[src/rtl/bcd_display_converter_pkg.sv]
// rtl/bcd_display_converter_pkg.sv - shared types and constants for the BCD display converter
package bcd_display_converter_pkg;

  typedef enum logic [1:0] {
    IDLE   = 2'd0,
    CONV_S = 2'd1,
    CONV_T = 2'd2,
    DONE   = 2'd3
  } conv_state_t;

  localparam int BCD_DIGIT_W   = 4;
  localparam int SCORE_DIGITS  = 4;
  localparam int TIME_DIGITS   = 2;
  localparam int SCORE_MAX_DEF = 9999;

endpackage

[src/rtl/bcd_shift_step.sv]
// rtl/bcd_shift_step.sv - one double-dabble iteration: add 3 to nibbles >= 5, then shift left
module bcd_shift_step
  import bcd_display_converter_pkg::*;
#(
  parameter int DIGITS = 4,
  parameter int BIN_W  = 14
) (
  input  logic [DIGITS*BCD_DIGIT_W+BIN_W-1:0] din,
  output logic [DIGITS*BCD_DIGIT_W+BIN_W-1:0] dout
);

  localparam int W = DIGITS*BCD_DIGIT_W + BIN_W;

  logic [W-1:0] adj;

  always_comb begin
    adj = din;
    for (int i = 0; i < DIGITS; i++) begin
      if (adj[BIN_W+i*BCD_DIGIT_W +: BCD_DIGIT_W] >= 4'd5)
        adj[BIN_W+i*BCD_DIGIT_W +: BCD_DIGIT_W] = adj[BIN_W+i*BCD_DIGIT_W +: BCD_DIGIT_W] + 4'd3;
    end
    // binary MSB moves into the BCD least-significant bit
    dout = {adj[W-2:0], 1'b0};
  end

endmodule

[src/rtl/bcd_display_converter.sv]
// rtl/bcd_display_converter.sv - sequential score/timer binary-to-BCD converter for the 7-segment digits
module bcd_display_converter
  import bcd_display_converter_pkg::*;
#(
  parameter int SCORE_W   = 14,
  parameter int TIME_W    = 6,
  parameter int SCORE_MAX = SCORE_MAX_DEF,
  parameter bit AUTO      = 1'b1
) (
  input  logic                                clk,
  input  logic                                rst_n,
  input  logic                                start,
  input  logic [SCORE_W-1:0]                  score,
  input  logic [TIME_W-1:0]                   timer,
  output logic [SCORE_DIGITS*BCD_DIGIT_W-1:0] score_bcd,
  output logic [TIME_DIGITS*BCD_DIGIT_W-1:0]  timer_bcd,
  output logic                                busy,
  output logic                                done
);

  localparam int SB_W  = SCORE_DIGITS*BCD_DIGIT_W;
  localparam int TB_W  = TIME_DIGITS*BCD_DIGIT_W;
  localparam int SS_W  = SB_W + SCORE_W;
  localparam int TS_W  = TB_W + TIME_W;
  localparam int CNT_W = $clog2(SCORE_W + TIME_W + 1);
  localparam logic [SCORE_W-1:0] SAT = SCORE_W'(SCORE_MAX);

  conv_state_t state, state_nxt;

  logic [CNT_W-1:0]          cnt;
  logic [SS_W-1:0]           s_scr, s_step;
  logic [TS_W-1:0]           t_scr, t_step;
  logic [SCORE_W+TIME_W-1:0] last_conv, snap;
  logic [SCORE_W-1:0]        score_sat;
  logic                      pending, trigger, s_last, t_last;

  assign score_sat = (score > SAT) ? SAT : score;
  assign trigger   = start | pending | (AUTO && ({score, timer} != last_conv));
  assign s_last    = (cnt == CNT_W'(SCORE_W - 1));
  assign t_last    = (cnt == CNT_W'(TIME_W - 1));
  assign busy      = (state != IDLE);
  assign done      = (state == DONE);

  bcd_shift_step #(.DIGITS(SCORE_DIGITS), .BIN_W(SCORE_W)) u_score_step (
    .din  (s_scr),
    .dout (s_step)
  );

  bcd_shift_step #(.DIGITS(TIME_DIGITS), .BIN_W(TIME_W)) u_timer_step (
    .din  (t_scr),
    .dout (t_step)
  );

  always_ff @(posedge clk or negedge rst_n) begin
    if (!rst_n) state <= IDLE;
    else        state <= state_nxt;
  end

  always_comb begin
    state_nxt = state;
    case (state)
      IDLE:    if (trigger) state_nxt = CONV_S;
      CONV_S:  if (s_last)  state_nxt = CONV_T;
      CONV_T:  if (t_last)  state_nxt = DONE;
      DONE:    state_nxt = IDLE;
      default: state_nxt = IDLE;
    endcase
  end

  always_ff @(posedge clk or negedge rst_n) begin
    if (!rst_n) begin
      cnt       <= '0;
      s_scr     <= '0;
      t_scr     <= '0;
      snap      <= '0;
      last_conv <= '0;
      pending   <= 1'b0;
      score_bcd <= '0;
      timer_bcd <= '0;
    end else begin
      // requests arriving mid-conversion collapse into one follow-up run
      if (state == IDLE) pending <= 1'b0;
      else if (start)    pending <= 1'b1;

      case (state)
        IDLE: begin
          if (trigger) begin
            s_scr <= {{SB_W{1'b0}}, score_sat};
            t_scr <= {{TB_W{1'b0}}, timer};
            snap  <= {score, timer};
            cnt   <= '0;
          end
        end
        CONV_S: begin
          s_scr <= s_step;
          cnt   <= s_last ? '0 : cnt + CNT_W'(1);
        end
        CONV_T: begin
          t_scr <= t_step;
          cnt   <= cnt + CNT_W'(1);
          if (t_last) begin
            score_bcd <= s_scr[SS_W-1 -: SB_W];
            timer_bcd <= t_step[TS_W-1 -: TB_W];
            last_conv <= snap;
          end
        end
        default: ;
      endcase
    end
  end

endmodule

[config.mk]
export PLATFORM = sky130hd
export DESIGN_NAME = bcd_display_converter
export DESIGN_NICKNAME = d
export VERILOG_FILES = /design/src/rtl/bcd_display_converter_pkg.sv /design/src/rtl/bcd_shift_step.sv /design/src/rtl/bcd_display_converter.sv
export SDC_FILE = /design/constraint.sdc
export NUM_CORES = 1
export LEC_CHECK = 0
export BUFFER_PORTS_ARGS = -buffer_cell sky130_fd_sc_hd__buf_2
export CORE_ASPECT_RATIO = 1.5
export CORE_MARGIN = 3
export CORE_UTILIZATION = 45
export DETAILED_ROUTE_END_ITERATION = 8
export PLACE_DENSITY = 0.77
export SYNTH_ARGS = -nofsm -noshare
export SYNTH_HDL_FRONTEND = slang
export SYNTH_SLANG_ARGS = --single-unit
[constraint.sdc]
create_clock -name clk -period 1.8 [get_ports clk]
set_clock_uncertainty 0.1 [all_clocks]
set_input_delay 0.18 -clock clk [delete_from_list [all_inputs] [get_ports clk]]
set_output_delay 0.18 -clock clk [all_outputs]
set_load 0.01 [all_outputs]
==> results list, run 1 <==
- The flow ran to the end, but the final reports show violations.
- Violated checks: setup timing
- In this design, the stage delay of the slowest critical-path cell is 0.62 ns.
- Antenna viol nets, final: 0
- Synthesized area per cell: 12.0 um^2
* Number of flops mapped to enable cells by yosys: 0
* Cell count after placement: 712
- The final number of hold-violating endpoints was 0.
- Among all flip-flop cells after synthesis, the most frequent one is sky130_fd_sc_hd__dfrtp_1.
- Routed wire length per instance: 22.6 um
* Standard-cell rows: 49
- Along the worst path, the maximum fanout reaches 12.
- The worst setup path is captured at a register.
- Final wirelength: 17700 um
- Of the cells placed in the final design, the portion with a size suffix greater than 1 is 0.473.
* Worst endpoint data arrival time: 2.34 ns
- Overflow left after global routing: 0
* Largest delay contributor family on the critical path: compound AO/OA/AOI/OAI gates
* Total CTS buffers: 17
* Fraction of the yosys area taken by sequential cells: 0.506
* Core ar.: 0.0122 mm^2
* Number of nets in the layout: 658
- Measured along the x axis, the die boundary spans 98.2 um.
- The first global-routing pass estimated 26200 um of wire.
* Total global routing track utilization: 0.238
- RSZ-0062 raised after global routing: yes
* Final total power: 0.0130 W
* Weighted congestion at the end of routability-driven global placement: 0.841
* CTS clk-pin slew, worst paths: 0.06 ns
- The later pin in the worst-skew pair is clocked with a latency of 0.42 ns.
* Worst-margin pin slew: 0.636 ns
- Kind of start point of the critical path: register
* Pin count of the biggest net entering global routing: 54
- Once layout is complete, the utilization of the core stands at 0.673.
* Syn-to-layout area delta: 43.1%
- Once layout is done, the placed cells without fillers occupy 0.00821 mm^2.
- I/O pin total: 49
* Drt pass-1 iters: 4
- Starting density of the core: 0.470
* Largest vdd supply drop: 0.00118 V
- The layout has 762 filler cells.
* Max Buffers Root-to-Sink: 2
* FF-to-FF End: t_scr[3]$_DFFE_PN0P_
- Count of cells along the worst register-to-register path: 6
- Half-perimeter wire length after placement: 9100 um
- For this run, the number of Yosys warnings is 0.
* Number of global-route vias before repair: 4964
- In this run the static leakage power is 3.85 nW.
* Max-Slew Margin vs Limit: 0.565
- For this run, the top clock speed supported by timing is 459 MHz.
- Number of I/O port buffers: 48
- In this run the critical register-to-register path is launched from last_conv[10]$_DFFE_PN0P_.
* Total negative slack for setup checks: -27.84 ns
- Detailed routing inserted a total of 4594 vias.
- The setup check on the worst reg-to-reg path leaves a slack of -0.38 ns.
* Min cycle time layout: 2.18 ns
* Worst EP required: 1.96 ns
- In the routed layout, each cell is associated on average with a via count of 5.87.
* Initial antenna violation count: 0
- Number of buffer and inverter instances along the worst setup path: 1
- Dividing the final minimum period by the clock period gives 1.21.
* Number of max-cap violations: 0
- Worst path setup slack after routing: -0.379 ns
* Post-Syn Instances: 478
* Clock tree from TritonCTS: yes
- The tree is rooted in a sky130_fd_sc_hd__clkbuf_16.
* Hold Path End: snap[9]$_DFFE_PN0P_
- Synthesized flop and latch total: 116
- Leaving out filler cells and counting taps, the final layout contains 783.
- Net count of the mapped netlist: 519
- FFs w/ async S/R, synth: 1.00
- Worst hold path cell count: 3
* Slowest cell on crit path: sky130_fd_sc_hd__a2111oi_0
- Number of clock sinks: 116
- The startpoint identified for the worst hold timing path is score[3].
* Netlist area before placement: 0.00573 mm^2
- Dpl cell area: 0.00662 mm^2
* ANT cells: 0
- Power Dens Cells: 1580 mW/mm^2
- Die height: 144 um
- CTS built an H-tree with a depth of 4.
- Slew Limit Fails: 0
- Overall die area: 0.0142 mm^2
* CP Cell Sequence: xor2_1 > nor4_2 > and4_4 > buf_12 > a2111oi_0 > a221oi_2
* Unique masters post-synth: 51
- Number of design rule violations left after detail routing: 0
- First-iteration detailed-routing DRC count: 362
* Start-to-end type of the worst setup path: register to register
- Setup violations remaining at the end of the flow were counted as 113.
* Path category of the worst min-delay check: input port to register
stage by stage:
step	setup slack (ns)	hold WS [ns]
6_report	-0.379	0.0373
5_1_grt	-0.451	0.0198
4_1_cts	-0.234	0.0185
3_5_place_dp	-0.503	0.0214
3_3_place_gp	-0.429	0.0120
2_1_floorplan	-0.156	-0.216
where the power goes:
group          internal (W)  total [W]  switching (W)
registers           0.00331    0.00386       0.000558
clock network       0.00223    0.00354        0.00131
logic               0.00298    0.00556        0.00258
total               0.00851     0.0130        0.00445
cell type report:
cell class	count	area, um^2	share of cell area
clock inverters	14	176	0.0215
repair buffers	138	1230	0.150
multi-input cells	306	3120	0.380
well taps	153	191	0.0233
clock buffers	18	439	0.0535
flip-flops and latches	116	2900	0.354
inverters	38	145	0.0177
state kept, by name (all words and copies together), names as in the netlist:
name	cells
last_conv	20
state	2
snap	20
s_scr	30
timer_bcd	8
score_bcd	16
cnt	5
pending	1
t_scr	14
worst max path at each step:
stage | startpoint | to | slack [ns] | depth (start not counted)
final | last_conv[10]$_DFFE_PN0P_ | t_scr[3]$_DFFE_PN0P_ | -0.38 | 6
after global routing | last_conv[2]$_DFFE_PN0P_ | t_scr[5]$_DFFE_PN0P_ | -0.45 | 7
after CTS | last_conv[5]$_DFFE_PN0P_ | t_scr[5]$_DFFE_PN0P_ | -0.23 | 7
after detailed placement | last_conv[5]$_DFFE_PN0P_ | s_scr[28]$_DFFE_PN0P_ | -0.50 | 6
after global placement | last_conv[5]$_DFFE_PN0P_ | s_scr[6]$_DFFE_PN0P_ | -0.43 | 5
after floorplan | last_conv[12]$_DFFE_PN0P_ | snap[10]$_DFFE_PN0P_ | -0.16 | 7
per-layer routing:
| layer | GRT usage | up-vias | routed length [um] |
|---|---|---|---|
| met4 | 0.137 | 0 | 943 |
| met1 | 0.246 | 2328 | 6390 |
| met3 | 0.0560 | 70 | 838 |
| met5 | 0 | - | 0 |
| li1 | - | 2000 | - |
| met2 | 0.438 | 196 | 9530 |
synth_stat cells (2+ instances only):
master | instances | area, um^2
sky130_fd_sc_hd__o221ai_1 | 4 | 35.0
sky130_fd_sc_hd__inv_1 | 37 | 139
sky130_fd_sc_hd__xnor2_1 | 17 | 149
sky130_fd_sc_hd__mux2i_1 | 10 | 100
sky130_fd_sc_hd__a221o_1 | 2 | 20.0
sky130_fd_sc_hd__ha_1 | 18 | 225
sky130_fd_sc_hd__buf_2 | 5 | 25.0
sky130_fd_sc_hd__nor4_1 | 3 | 18.8
sky130_fd_sc_hd__clkbuf_1 | 9 | 33.8
sky130_fd_sc_hd__mux2_4 | 12 | 180
sky130_fd_sc_hd__mux2_2 | 65 | 732
sky130_fd_sc_hd__nor2_1 | 21 | 78.8
sky130_fd_sc_hd__xor2_1 | 12 | 105
sky130_fd_sc_hd__nor2b_1 | 13 | 81.3
sky130_fd_sc_hd__nand2b_1 | 2 | 12.5
sky130_fd_sc_hd__a21oi_2 | 2 | 17.5
sky130_fd_sc_hd__nor3_1 | 4 | 20.0
sky130_fd_sc_hd__nand3_1 | 18 | 90.1
sky130_fd_sc_hd__a21o_1 | 2 | 15.0
sky130_fd_sc_hd__buf_6 | 5 | 56.3
sky130_fd_sc_hd__a2111oi_0 | 5 | 43.8
sky130_fd_sc_hd__a22oi_1 | 2 | 15.0
sky130_fd_sc_hd__a22o_1 | 11 | 96.3
sky130_fd_sc_hd__o22ai_1 | 3 | 18.8
sky130_fd_sc_hd__nor3b_1 | 3 | 22.5
sky130_fd_sc_hd__nand2_1 | 6 | 22.5
sky130_fd_sc_hd__nand4_1 | 4 | 25.0
sky130_fd_sc_hd__o211ai_1 | 8 | 60.1
sky130_fd_sc_hd__o21ai_0 | 14 | 70.1
sky130_fd_sc_hd__a21oi_1 | 19 | 95.1
sky130_fd_sc_hd__a221oi_1 | 5 | 43.8
sky130_fd_sc_hd__buf_4 | 2 | 15.0
sky130_fd_sc_hd__a31o_2 | 2 | 17.5
sky130_fd_sc_hd__dfrtp_1 | 116 | 2900
cell families (layout without fill, tap and decap cells):
group / Yosys count / count (layout) / share of synthesized area
AO/OA/AOI/OAI: 88 / 91 / 0.111
XOR/XNOR: 29 / 29 / 0.0443
adder cells (fa/ha/maj): 18 / 18 / 0.0393
buffers and inverters: 59 / 208 / 0.0476
flip-flops: 116 / 116 / 0.506
multiplexers: 87 / 87 / 0.177
AND/OR/NAND/NOR: 81 / 81 / 0.0755
cells in the final DEF (no fill, tap or decap), types with 3 or more instances in the layout:
cell type,n
sky130_fd_sc_hd__buf_2,46
sky130_fd_sc_hd__o221ai_2,3
sky130_fd_sc_hd__dlygate4sd3_1,6
sky130_fd_sc_hd__nor2_1,18
sky130_fd_sc_hd__a21o_4,4
sky130_fd_sc_hd__xor2_1,10
sky130_fd_sc_hd__mux2_2,5
sky130_fd_sc_hd__a21oi_2,6
sky130_fd_sc_hd__a21oi_1,13
sky130_fd_sc_hd__a2111oi_0,4
sky130_fd_sc_hd__o22ai_2,3
sky130_fd_sc_hd__buf_6,10
sky130_fd_sc_hd__o21ai_0,10
sky130_fd_sc_hd__mux2_4,72
sky130_fd_sc_hd__a221oi_2,4
sky130_fd_sc_hd__a22o_1,11
sky130_fd_sc_hd__nor2b_1,13
sky130_fd_sc_hd__buf_4,57
sky130_fd_sc_hd__clkinv_4,3
sky130_fd_sc_hd__xnor2_1,16
sky130_fd_sc_hd__nand3_1,17
sky130_fd_sc_hd__ha_1,13
sky130_fd_sc_hd__nand2_1,6
sky130_fd_sc_hd__ha_4,3
sky130_fd_sc_hd__inv_2,4
sky130_fd_sc_hd__o211ai_1,8
sky130_fd_sc_hd__nor3b_1,3
sky130_fd_sc_hd__nand4_1,4
sky130_fd_sc_hd__bufinv_16,3
sky130_fd_sc_hd__buf_12,14
sky130_fd_sc_hd__mux2i_1,9
sky130_fd_sc_hd__inv_6,4
sky130_fd_sc_hd__clkbuf_16,19
sky130_fd_sc_hd__dfrtp_1,116
sky130_fd_sc_hd__inv_1,33
what timing repair did:
| item | 4_1_cts | 5_1_grt |
|---|---|---|
| buffers inserted | 16 | 13 |
| gates cloned | 7 | 3 |
| pin swaps | 9 | 10 |
| endpoints found under the setup margin | 114 | 116 |
| hold endpoints to repair | 121 | 0 |
| hold buffers | 6 | 0 |
| gates resized for setup | 77 | 59 |
worst min-delay path: stages:
cell                     delay [ns]
sky130_fd_sc_hd__buf_2         0.10
sky130_fd_sc_hd__buf_4         0.11
sky130_fd_sc_hd__mux2_4        0.13
No activity file was read; power rests on OpenSTA's default activity.
==> run 2, diff against run 1 <==
--- a/config.mk
+++ b/config.mk
@@ -6,11 +6,13 @@
 export NUM_CORES = 1
 export LEC_CHECK = 0
 export BUFFER_PORTS_ARGS = -buffer_cell sky130_fd_sc_hd__buf_2
+export CELL_PAD_IN_SITES_DETAIL_PLACEMENT = 0
+export CELL_PAD_IN_SITES_GLOBAL_PLACEMENT = 2
 export CORE_ASPECT_RATIO = 1.5
 export CORE_MARGIN = 3
-export CORE_UTILIZATION = 45
+export CORE_UTILIZATION = 37
 export DETAILED_ROUTE_END_ITERATION = 8
-export PLACE_DENSITY = 0.77
+export PLACE_DENSITY = 0.88
 export SYNTH_ARGS = -nofsm -noshare
 export SYNTH_HDL_FRONTEND = slang
 export SYNTH_SLANG_ARGS = --single-unit
==> results list, run 2 (synthesis gave the netlist of run 1 again) <==
- Starting density of the core: 0.379 (-0.0912)
- Kind of start point of the critical path: register
- The overall power consumption was 0.0122 W (-5.6%).
- The flip-flop count of the largest register after layout was 30 (unchanged).
- Clock Power Share: 0.286 (+0.013)
- Root buf cell: sky130_fd_sc_hd__clkbuf_16
- The number of non-filler instances in the completed layout is 820 (+4.7%).
- P_leak: 3.75 nW (-2.7%)
- Fraction of power consumed by sequential logic: 0.307 (+0.009)
* Power share of the combinational group: 0.407 (-0.022)
- Number of I/O port buffers: 48 (unchanged)
* H-Tree Depth: 4 (unchanged)
- The worst register-to-register path begins at last_conv[2]$_DFFE_PN0P_.
* I/O pin total: 49 (unchanged)
* RSZ-0062 raised after global routing: yes
- The initial antenna violation count is 0 (unchanged).
- Total negative slack for setup checks: -17.58 ns (+10.26 ns)
* Worst Hold Launch: score[0]
- The routability-driven placement congestion ratio came to 0.855 (+1.6%).
- Violated checks: setup timing
- Dpl cell area: 0.00666 mm^2 (+0.68%)
* Standard-cell rows: 55 (+12%)
- Min cycle time layout: 2.06 ns (-0.121 ns)
- The overflow left after global routing is 0 (unchanged).
- The peak ir drop on the vdd network was 0.00108 V (-8.7%).
- Leaving out fill and tap cells, the most frequent cell in the layout is sky130_fd_sc_hd__dfrtp_1.
- Register containing the most flip-flops in the final layout: s_scr
- The critical path in this run is classified as register to register.
- Period utilization: 1.14 (-0.0674)
- Power Dens Cells: 1520 mW/mm^2 (-3.9%)
- Top flop regs: s_scr: 30 flops, last_conv: 20 flops, snap: 20 flops
- The run finished, with violations left.
* Overall die area: 0.0171 mm^2 (+20%)
* ANT cells: 0 (unchanged)
- Number of global-route vias before repair: 4470 (-10%)
- The number of iterations in the first detailed-routing pass came to 4 (unchanged).
- The number of nets in the layout came to 649 (-1.4%).
- The max-cap check violation count was 0 (unchanged).
* Worst Path Max Fanout: 6 (-6)
- Critical path startpoint: last_conv[2]$_DFFE_PN0P_
- The number of DRC markers after the initial detailed-route iteration was 158 (-56%).
- Number of clock sinks: 116 (unchanged)
- Die height: 158 um (+9.9%)
- Proportion of layout cells with a drive suffix above 1: 0.462 (-0.0109)
- Via count of the routed design: 4202 (-8.5%)
- The overall track demand over capacity in global routing is 0.172 (-0.0655).
- Switching power as a share of total power: 0.329 (-0.0138)
- The min-delay analysis places its worst path in the category input port to register.
- The critical path data required time was 1.99 ns (+0.03 ns).
* Syn-to-layout area delta: 40.5%
- Number of design rule violations left after detail routing: 0 (unchanged)
- Wire length of the first global-routing pass: 23000 um (-12%)
* Die Wd: 108 um (+9.7%)
* Clock tree from TritonCTS: yes
- Antenna viol nets, final: 0 (unchanged)
- Worst-margin pin slew: 0.648 ns (+0.0121 ns)
* Switching power of the nets: 0.00403 W (-9.4%)
* Highest-count cells in the layout ignoring fill and taps: sky130_fd_sc_hd__dfrtp_1, sky130_fd_sc_hd__mux2_4, sky130_fd_sc_hd__buf_4
- Final number of hold-violating endpoints: 0 (unchanged)
- The clock latency of the later-clocked register in the worst-skew pair came to 0.41 ns (about the same).
- The buffer levels on the longest clock path is 2 (unchanged).
- Final setup violating endpoints: 113 (unchanged)
- Final Cell Area: 0.00806 mm^2 (-1.8%)
* Power Internal: 0.00820 W (-3.7%)
- The placed instance count is 758 (+6.5%).
- Worst endpoint data arrival time: 2.25 ns (-0.09 ns)
- The core box area was 0.0151 mm^2 (+24%).
- The detail-routed via count per cell is 5.12 (-13%).
* Pin count of the biggest net entering global routing: 117 (+120%)
* Max-Slew Margin vs Limit: 0.568 (+0.00293)
* Slew Limit Fails: 0 (unchanged)
* Final wirelength: 14400 um (-18%)
- Critical Path Sink Type: register
- Routed wire length per instance: 17.6 um (-22%)
- The CTS buffer count came to 17 (unchanged).
- Half-perimeter wire length after placement: 8700 um (-4.3%)
* CTS clk-pin slew, worst paths: 0.06 ns (about the same)
* Highest achievable clock rate: 486 MHz (+5.9%)
- Worst path setup slack after routing: -0.258 ns (+0.121 ns)
-- run 2: final cells by class --
type | instances | area, um^2
Tap cell | 199 | 249
Clock buffer | 19 | 453
Fill cell | 1284 | 7080
Timing Repair Buffer | 130 | 1150
Sequential cell | 116 | 2900
Clock inverter | 13 | 156
Inverter | 38 | 145
Multi-Input combinational cell | 305 | 3010
-- run 2: worst max-delay path, cell delays in order (launching register included) --
cell                      delay [ns]
sky130_fd_sc_hd__dfrtp_1        0.40
sky130_fd_sc_hd__xor2_2         0.17
sky130_fd_sc_hd__nor4_4         0.31
sky130_fd_sc_hd__and4_4         0.34
sky130_fd_sc_hd__buf_6          0.11
sky130_fd_sc_hd__a21o_4         0.18
sky130_fd_sc_hd__mux2_4         0.32
-- run 2: metal layers --
metal | global-route usage | vias to the layer above | wire length, um
li1 | - | 1982 | -
met1 | 0.204 | 2138 | 5970
met2 | 0.305 | 60 | 7710
met3 | 0.0341 | 22 | 346
met4 | 0.0710 | 0 | 408
met5 | 0 | - | 0
-- run 2: what timing repair did --
item | 4_1_cts | 5_1_grt
endpoints found under the setup margin | 112 | 114
hold endpoints to repair | 118 | 0
pin swaps | 9 | 8
setup buffers | 14 | 7
hold buffers | 3 | 0
gates cloned | 6 | 4
resized for setup | 81 | 37
-- run 2: final timing paths --
| check | to | slack, ns | cells after the start |
|---|---|---|---|
| hold reg to reg | last_conv[11]$_DFFE_PN0P_ | 0.40 | 1 |
| setup / recovery | snap[9]$_DFFE_PN0P_ | -0.26 | 6 |
| setup reg to reg | snap[9]$_DFFE_PN0P_ | -0.26 | 6 |
| min in group asynchronous | timer_bcd[2]$_DFFE_PN0P_ | 0.28 | 3 |
| max in group asynchronous | cnt[2]$_DFFE_PN0P_ | 0.81 | 3 |
| hold / removal | snap[6]$_DFFE_PN0P_ | 0.03 | 3 |
-- run 2: through the flow --
| stage | util | worst slack [ns] | hold WS, ns |
|---|---|---|---|
| finish | 0.532 | -0.258 | 0.0273 |
| global route | 0.532 | -0.331 | 0.0164 |
| CTS | 0.518 | -0.247 | 0.000525 |
| detailed placement | 0.440 | -0.504 | 0.227 |
| global placement | 0.440 | -0.424 | 0.214 |
| floorplan | - | -0.156 | -0.216 |
-- run 2: power by group through the flow --
stage,Combinational (W),Sequential [W],Clock (W)
final,0.00498,0.00376,0.00350
after detailed placement,0.00415,0.00376,0
after global routing,0.00537,0.00384,0.00367
after floorplan,0.00300,0.00367,0
after global placement,0.00398,0.00372,0
after CTS,0.00475,0.00374,0.00355
